**src/rtl/wb_qcw_shot_master.sv**
```systemverilog
`timescale 1ns/1ps
// Wishbone initiator: one trigger runs a full QCW shot (three config writes, START, STATUS polling).
// Latency: one idle cycle before every access, then stb is held until ack or ACK_TIMEOUT cycles.
// Backpressure: the slave stalls the shot by withholding ack; shot_trig is dropped while busy.
module wb_qcw_shot_master #(
  parameter logic [31:0] SLAVE_BASE    = 32'h1000000,
  parameter int          ACK_TIMEOUT   = 64,
  parameter int          POLL_INTERVAL = 256,
  parameter int          MAX_POLLS     = 4096
) (
  input  logic        wb_clk_i,
  input  logic        wb_rst_i,
  input  logic        shot_trig,
  input  logic [7:0]  cfg_phase_start,
  input  logic [15:0] cfg_phase_step,
  input  logic [15:0] cfg_cycle_limit,
  output logic [31:0] wb_adr_o,
  output logic [31:0] wb_dat_o,
  output logic [3:0]  wb_sel_o,
  output logic        wb_we_o,
  output logic        wb_cyc_o,
  output logic        wb_stb_o,
  input  logic        wb_ack_i,
  input  logic [31:0] wb_dat_i,
  output logic        busy,
  output logic        shot_done,
  output logic        res_done,
  output logic        res_fault,
  output logic        res_timeout,
  output logic        res_bus_err
);

  localparam logic [15:0] ACK_LIM  = 16'(ACK_TIMEOUT - 1);
  localparam logic [15:0] IVL_LIM  = 16'(POLL_INTERVAL - 1);
  localparam logic [12:0] POLL_LIM = 13'(MAX_POLLS);

  typedef enum logic [2:0] {
    IDLE, WR_PSTART, WR_PSTEP, WR_CLIM, WR_START, POLL_WAIT, RD_STATUS, FINISH
  } state_t;

  state_t      state_q, state_d;
  logic [7:0]  phase_start_q, phase_start_d;
  logic [15:0] phase_step_q, phase_step_d;
  logic [15:0] cycle_limit_q, cycle_limit_d;
  logic [15:0] ack_cnt_q, ack_cnt_d;
  logic [15:0] ivl_cnt_q, ivl_cnt_d;
  logic [12:0] poll_cnt_q, poll_cnt_d;
  logic [31:0] adr_q, adr_d, dat_q, dat_d;
  logic [3:0]  sel_q, sel_d;
  logic        we_q, we_d, cyc_q, cyc_d, stb_q, stb_d;
  logic        busy_q, busy_d, shot_done_q, shot_done_d;
  logic        res_done_q, res_done_d, res_fault_q, res_fault_d;
  logic        res_timeout_q, res_timeout_d, res_bus_err_q, res_bus_err_d;

  logic [31:0] acc_adr, acc_dat;
  logic        acc_we, is_acc;
  state_t      acc_next;
  logic [12:0] poll_inc;
  logic        unused_dat;

  assign unused_dat = ^wb_dat_i[31:2];
  assign poll_inc   = poll_cnt_q + 13'd1;

  // Address, data and successor state of the access owned by the current state.
  always_comb begin
    acc_adr  = SLAVE_BASE;
    acc_dat  = 32'h0;
    acc_we   = 1'b1;
    acc_next = IDLE;
    is_acc   = 1'b1;
    case (state_q)
      WR_PSTART: begin
        acc_adr  = SLAVE_BASE + 32'h00;
        acc_dat  = {24'b0, phase_start_q};
        acc_next = WR_PSTEP;
      end
      WR_PSTEP: begin
        acc_adr  = SLAVE_BASE + 32'h04;
        acc_dat  = {16'b0, phase_step_q};
        acc_next = WR_CLIM;
      end
      WR_CLIM: begin
        acc_adr  = SLAVE_BASE + 32'h08;
        acc_dat  = {16'b0, cycle_limit_q};
        acc_next = WR_START;
      end
      WR_START: begin
        acc_adr  = SLAVE_BASE + 32'h0C;
        acc_dat  = 32'h1;
        acc_next = POLL_WAIT;
      end
      RD_STATUS: begin
        acc_adr  = SLAVE_BASE + 32'h10;
        acc_we   = 1'b0;
        acc_next = FINISH;
      end
      default: is_acc = 1'b0;
    endcase
  end

  always_comb begin
    state_d       = state_q;
    phase_start_d = phase_start_q;
    phase_step_d  = phase_step_q;
    cycle_limit_d = cycle_limit_q;
    ack_cnt_d     = ack_cnt_q;
    ivl_cnt_d     = ivl_cnt_q;
    poll_cnt_d    = poll_cnt_q;
    adr_d         = adr_q;
    dat_d         = dat_q;
    sel_d         = sel_q;
    we_d          = we_q;
    cyc_d         = cyc_q;
    stb_d         = stb_q;
    busy_d        = busy_q;
    shot_done_d   = 1'b0;
    res_done_d    = res_done_q;
    res_fault_d   = res_fault_q;
    res_timeout_d = res_timeout_q;
    res_bus_err_d = res_bus_err_q;

    if (is_acc) begin
      if (!stb_q) begin
        // Launch only once a lingering ack from the previous access has gone away.
        if (!wb_ack_i) begin
          cyc_d     = 1'b1;
          stb_d     = 1'b1;
          sel_d     = 4'hF;
          we_d      = acc_we;
          dat_d     = acc_we ? acc_dat : 32'h0;
          adr_d     = acc_adr;
          ack_cnt_d = 16'd0;
        end else if (ack_cnt_q == ACK_LIM) begin
          res_bus_err_d = 1'b1;
          state_d       = FINISH;
        end else begin
          ack_cnt_d = ack_cnt_q + 16'd1;
        end
      end else if (wb_ack_i || ack_cnt_q == ACK_LIM) begin
        cyc_d     = 1'b0;
        stb_d     = 1'b0;
        sel_d     = 4'h0;
        we_d      = 1'b0;
        dat_d     = 32'h0;
        ack_cnt_d = 16'd0;
        ivl_cnt_d = 16'd0;
        if (!wb_ack_i) begin
          res_bus_err_d = 1'b1;
          state_d       = FINISH;
        end else if (state_q == RD_STATUS) begin
          poll_cnt_d = poll_inc;
          if (wb_dat_i[1]) begin
            res_fault_d = 1'b1;
            res_done_d  = wb_dat_i[0];
            state_d     = FINISH;
          end else if (wb_dat_i[0]) begin
            res_done_d = 1'b1;
            state_d    = FINISH;
          end else if (poll_inc == POLL_LIM) begin
            res_timeout_d = 1'b1;
            state_d       = FINISH;
          end else begin
            state_d = POLL_WAIT;
          end
        end else begin
          state_d = acc_next;
        end
      end else begin
        ack_cnt_d = ack_cnt_q + 16'd1;
      end
    end else begin
      case (state_q)
        IDLE: begin
          if (shot_trig) begin
            phase_start_d = cfg_phase_start;
            phase_step_d  = cfg_phase_step;
            cycle_limit_d = cfg_cycle_limit;
            res_done_d    = 1'b0;
            res_fault_d   = 1'b0;
            res_timeout_d = 1'b0;
            res_bus_err_d = 1'b0;
            poll_cnt_d    = 13'd0;
            ack_cnt_d     = 16'd0;
            busy_d        = 1'b1;
            state_d       = WR_PSTART;
          end
        end
        POLL_WAIT: begin
          if (ivl_cnt_q == IVL_LIM) begin
            ack_cnt_d = 16'd0;
            state_d   = RD_STATUS;
          end else begin
            ivl_cnt_d = ivl_cnt_q + 16'd1;
          end
        end
        FINISH: begin
          shot_done_d = 1'b1;
          busy_d      = 1'b0;
          state_d     = IDLE;
        end
        default: state_d = IDLE;
      endcase
    end
  end

  always_ff @(posedge wb_clk_i) begin
    if (wb_rst_i) begin
      state_q       <= IDLE;
      phase_start_q <= 8'h0;
      phase_step_q  <= 16'h0;
      cycle_limit_q <= 16'h0;
      ack_cnt_q     <= 16'h0;
      ivl_cnt_q     <= 16'h0;
      poll_cnt_q    <= 13'h0;
      adr_q         <= 32'h0;
      dat_q         <= 32'h0;
      sel_q         <= 4'h0;
      we_q          <= 1'b0;
      cyc_q         <= 1'b0;
      stb_q         <= 1'b0;
      busy_q        <= 1'b0;
      shot_done_q   <= 1'b0;
      res_done_q    <= 1'b0;
      res_fault_q   <= 1'b0;
      res_timeout_q <= 1'b0;
      res_bus_err_q <= 1'b0;
    end else begin
      state_q       <= state_d;
      phase_start_q <= phase_start_d;
      phase_step_q  <= phase_step_d;
      cycle_limit_q <= cycle_limit_d;
      ack_cnt_q     <= ack_cnt_d;
      ivl_cnt_q     <= ivl_cnt_d;
      poll_cnt_q    <= poll_cnt_d;
      adr_q         <= adr_d;
      dat_q         <= dat_d;
      sel_q         <= sel_d;
      we_q          <= we_d;
      cyc_q         <= cyc_d;
      stb_q         <= stb_d;
      busy_q        <= busy_d;
      shot_done_q   <= shot_done_d;
      res_done_q    <= res_done_d;
      res_fault_q   <= res_fault_d;
      res_timeout_q <= res_timeout_d;
      res_bus_err_q <= res_bus_err_d;
    end
  end

  assign wb_adr_o    = adr_q;
  assign wb_dat_o    = dat_q;
  assign wb_sel_o    = sel_q;
  assign wb_we_o     = we_q;
  assign wb_cyc_o    = cyc_q;
  assign wb_stb_o    = stb_q;
  assign busy        = busy_q;
  assign shot_done   = shot_done_q;
  assign res_done    = res_done_q;
  assign res_fault   = res_fault_q;
  assign res_timeout = res_timeout_q;
  assign res_bus_err = res_bus_err_q;

endmodule
```
**config.mk**
```make
export PLATFORM = sky130hd
export DESIGN_NAME = wb_qcw_shot_master
export DESIGN_NICKNAME = d
export VERILOG_FILES = /design/src/rtl/wb_qcw_shot_master.sv
export SDC_FILE = /design/constraint.sdc
export NUM_CORES = 1
export LEC_CHECK = 0
export ABC_AREA = 1
export CAP_MARGIN = 20
export CORE_MARGIN = 8
export CORE_UTILIZATION = 45
export CTS_BUF_LIST = sky130_fd_sc_hd__clkbuf_4 sky130_fd_sc_hd__clkbuf_8
export DETAILED_ROUTE_END_ITERATION = 7
export DONT_BUFFER_PORTS = 1
export SLEW_MARGIN = 10
export SYNTH_ARGS = -nofsm -noshare
export SYNTH_HDL_FRONTEND = slang
export SYNTH_SLANG_ARGS = --single-unit
```
**constraint.sdc**
```tcl
create_clock -name wb_clk_i -period 2.2 [get_ports wb_clk_i]
set_input_delay 0.44 -clock wb_clk_i [delete_from_list [all_inputs] [get_ports wb_clk_i]]
set_output_delay 0.44 -clock wb_clk_i [all_outputs]
set_load 0.01 [all_outputs]
```
==> impl_metrics.tcl <==
set metrics [dict create \
    critPathKind "reg2reg" \
    portBuffers 0 \
    cp-start-kind "register" \
    cts.path.max_buffers 2 \
    yosys_most_used_dff "dfxtp_1" \
    grt_overflow 0 \
    die_area_sq_mm 0.0178 \
    leakage_nw 2.53 \
    ant_nets 0 \
    synth_area_leaders "dfxtp_1 38%, nand2_1 11%, a21oi_1 7.7%, buf_4 6.3%, inv_1 5.6%" \
    drv_cap 0 \
    grt_pass1_vias 5105 \
    async_reset_ff_frac 0 \
    layout-drive-gt1-share 0.118 \
    num_vias 5301 \
    status "completed" \
    dieHeight_microns 133 \
    drt_iter0_drc 309 \
    yosysWarnings 0 \
    globalRouteTotalUtil 0.168 \
    post-route-period-util 0.920 \
    r2r-end "ivl_cnt_q[3]" \
    ctsHtreeMaxLevel 4 \
    hold_violations 0 \
    numCtsBuffers 17 \
    avgViaCountPerCell 4.87 \
    grt_pass1_wl_microns 24800 \
    rows 43 \
    cts-root-buf "clkbuf_8" \
    clk_pin_slew_worst_paths_ns 0.07 \
    place_hpwl_microns 10700 \
    grt_antenna_before_repair 0 \
    pin_count 153 \
    max-vdd-ir-drop_mv 0.420 \
    synth_area_per_cell_sq_um 6.93 \
    setup_violations 0 \
    holdCritPathClass "in2reg" \
    synth-seq-cells 117 \
    netlist.area_leader.share 0.379 \
    clock_sinks 117 \
    reg2regPathDepth 11 \
    wl_per_cell_microns 13.8 \
    worstSetupEndpoint "ivl_cnt_q[3]" \
    ys_seq_area_frac 0.379 \
    synth_top_area_cell "dfxtp_1" \
    slew_headroom 0.630 \
    antennaDiodeCount 0 \
    crit_arrival_ns 2.39 \
    cp-end-kind "register" \
    fin_skew_ns 0.0117 \
    drc 0 \
    crit_start "state_q[0]" \
    start_util 0.453 \
    rsz0062_at_grt "true" \
    syn_to_final_growth_pct 8.09 \
    reg2reg_slack_ns 0.17 \
    required_ns 2.56 \
    period_minus_slack_ns 2.03 \
    regToRegStartpoint "state_q[0]" \
    postCtsHoldBufs 0 \
    clock_latency_ns 0.43 \
    finalNetCount 977 \
    core-area_sq_mm 0.0137 \
    cts_tree "yes" \
    powerDensity_mw_per_mm2 1180 \
    max_freq_mhz 494 \
    place_congestion 0.842 \
    crit_path_max_fanout 10 \
    synth_cell_types 38 \
    synth-edff-count 0 \
    synth_area_sq_mm 0.00618 \
    fin_area_sq_mm 0.00669 \
    fp.dieW_microns 133 \
    wirelength_microns 15000 \
    drtPass1Iterations 5 \
    syn_inst 892 \
    tns_ns 0 \
    tightest_slew_ns 0.555 \
    grt_max_degree 76 \
    slew_viol_final 0 \
    postPlaceCellArea_sq_mm 0.00619 \
]
[flip-flops by register name (all words and copies together), names as in the netlist, 3 cells and up]
name	count
ack_cnt_q	16
cycle_limit_q	16
ivl_cnt_q	16
phase_start_q	8
phase_step_q	16
poll_cnt_q	13
state_q	3
wb_adr_o	4
wb_dat_o	16
[routing by layer]
layer | wire, microns | global-route usage | up-vias | share of wire
met5 | 0 | 0 | - | 0
met4 | 184 | 0.0593 | 0 | 0.012
met3 | 892 | 0.0433 | 11 | 0.060
met2 | 6780 | 0.269 | 88 | 0.45
met1 | 7100 | 0.216 | 2385 | 0.47
li1 | - | - | 2817 | -
[what timing repair did]
action / CTS / global route
resized for setup: 1 / 10
setup buffers: 0 / 6
pin swaps: 0 / 2
setup endpoints to repair: 1 / 40
endpoints found under the hold margin: 0 / 0
cloned: 0 / 0
[power by group]
| group | total [mW] | internal, mW | switching, mW |
|---|---|---|---|
| clock | 2.15 | 1.29 | 0.865 |
| combinational | 3.01 | 0.926 | 2.09 |
| sequential | 2.74 | 2.47 | 0.272 |
[worst min-delay path by stage]
stage | start | end | slack, ns | cells past startpoint
after CTS | wb_rst_i | ivl_cnt_q[11] | 0.04 | 1
after global routing | wb_rst_i | ivl_cnt_q[11] | 0.03 | 1
after detailed placement | cycle_limit_q[8] | cycle_limit_q[8] | 0.44 | 2
after floorplan | phase_start_q[5] | phase_start_q[5] | 0.43 | 2
after global placement | cycle_limit_q[7] | cycle_limit_q[7] | 0.44 | 2
final | wb_rst_i | ivl_cnt_q[11] | 0.06 | 1
[cell usage in the layout, fill, tap and decap left out, types with 3 or more instances in the layout]
cell	netlist	layout
bufinv_16	0	4
o21ai_1	0	3
conb_1	1	44
nand3_1	45	45
nand3b_1	4	4
o221ai_1	6	6
nand2_1	189	187
nand2_2	15	17
xor2_1	11	11
buf_4	52	21
nor2_4	3	4
nor3_1	17	17
clkbuf_8	0	19
inv_1	93	93
o22ai_1	9	9
a21oi_2	10	9
a21oi_1	95	95
nor2_1	93	92
inv_4	2	3
o211ai_1	3	3
inv_2	7	6
o21bai_1	3	3
ha_1	3	3
nand2_4	4	4
o21ai_0	58	55
dfxtp_1	117	115
nand4_1	10	10
[area by class of cell]
type / instances / area, sq um
clock buffers: 20 / 269
clock inverters: 9 / 154
multi-input cells: 638 / 3120
flip-flops and latches: 117 / 2340
well taps: 180 / 225
fillers: 1422 / 6980
inverters: 102 / 390
repair buffers: 22 / 178
[synthesized netlist by cell type, drive strengths merged (3+ instances only)]
cell type and number:
nor2 99, o211ai 3, inv 102, o21ai 59
dfxtp 117, buf 56, nand2 208, o21bai 3
nor3 18, o221ai 6, o22ai 9, xor2 11
clkbuf 22, nand4 10, ha 3, a21oi 105
nand3 49, nand3b 4
[cells by family (layout without fill, tap and decap cells)]
group | after synthesis | count (layout) | synth area share
other | 1 | 44 | 0.000606
adders and majority gates | 3 | 3 | 0.00607
AOI/OAI and AO/OA | 188 | 188 | 0.168
buffers and inverters | 180 | 153 | 0.145
and+or+nand+nor | 390 | 390 | 0.283
xor gates and xnor gates | 13 | 13 | 0.0184
DFF | 117 | 117 | 0.379
[worst max-delay path: stages (launching register included)]
cell and delay [ns]:
dfxtp_1 0.50, inv_2 0.12, nand3_4 0.11, inv_4 0.09, nor3_4 0.33, a21oi_4 0.08, inv_2 0.10, nand2_4 0.10
buf_4 0.19, o21ai_0 0.16, nand2_1 0.07, nor2_1 0.09
[through the flow]
stage	total power, mW	utilization	hold slack [ns]	std cells	worst slack, ns
after global placement	5.64	0.453	0.440	1053	0.0432
after global routing	8.46	0.489	0.0344	1088	0.00205
after floorplan	5.07	-	0.429	935	0.383
final	7.91	0.489	0.0610	1088	0.175
after CTS	7.83	0.484	0.0416	1082	0.0766
after detailed placement	5.67	0.453	0.442	1053	0.0190
Power figures use the tool's default switching activity.
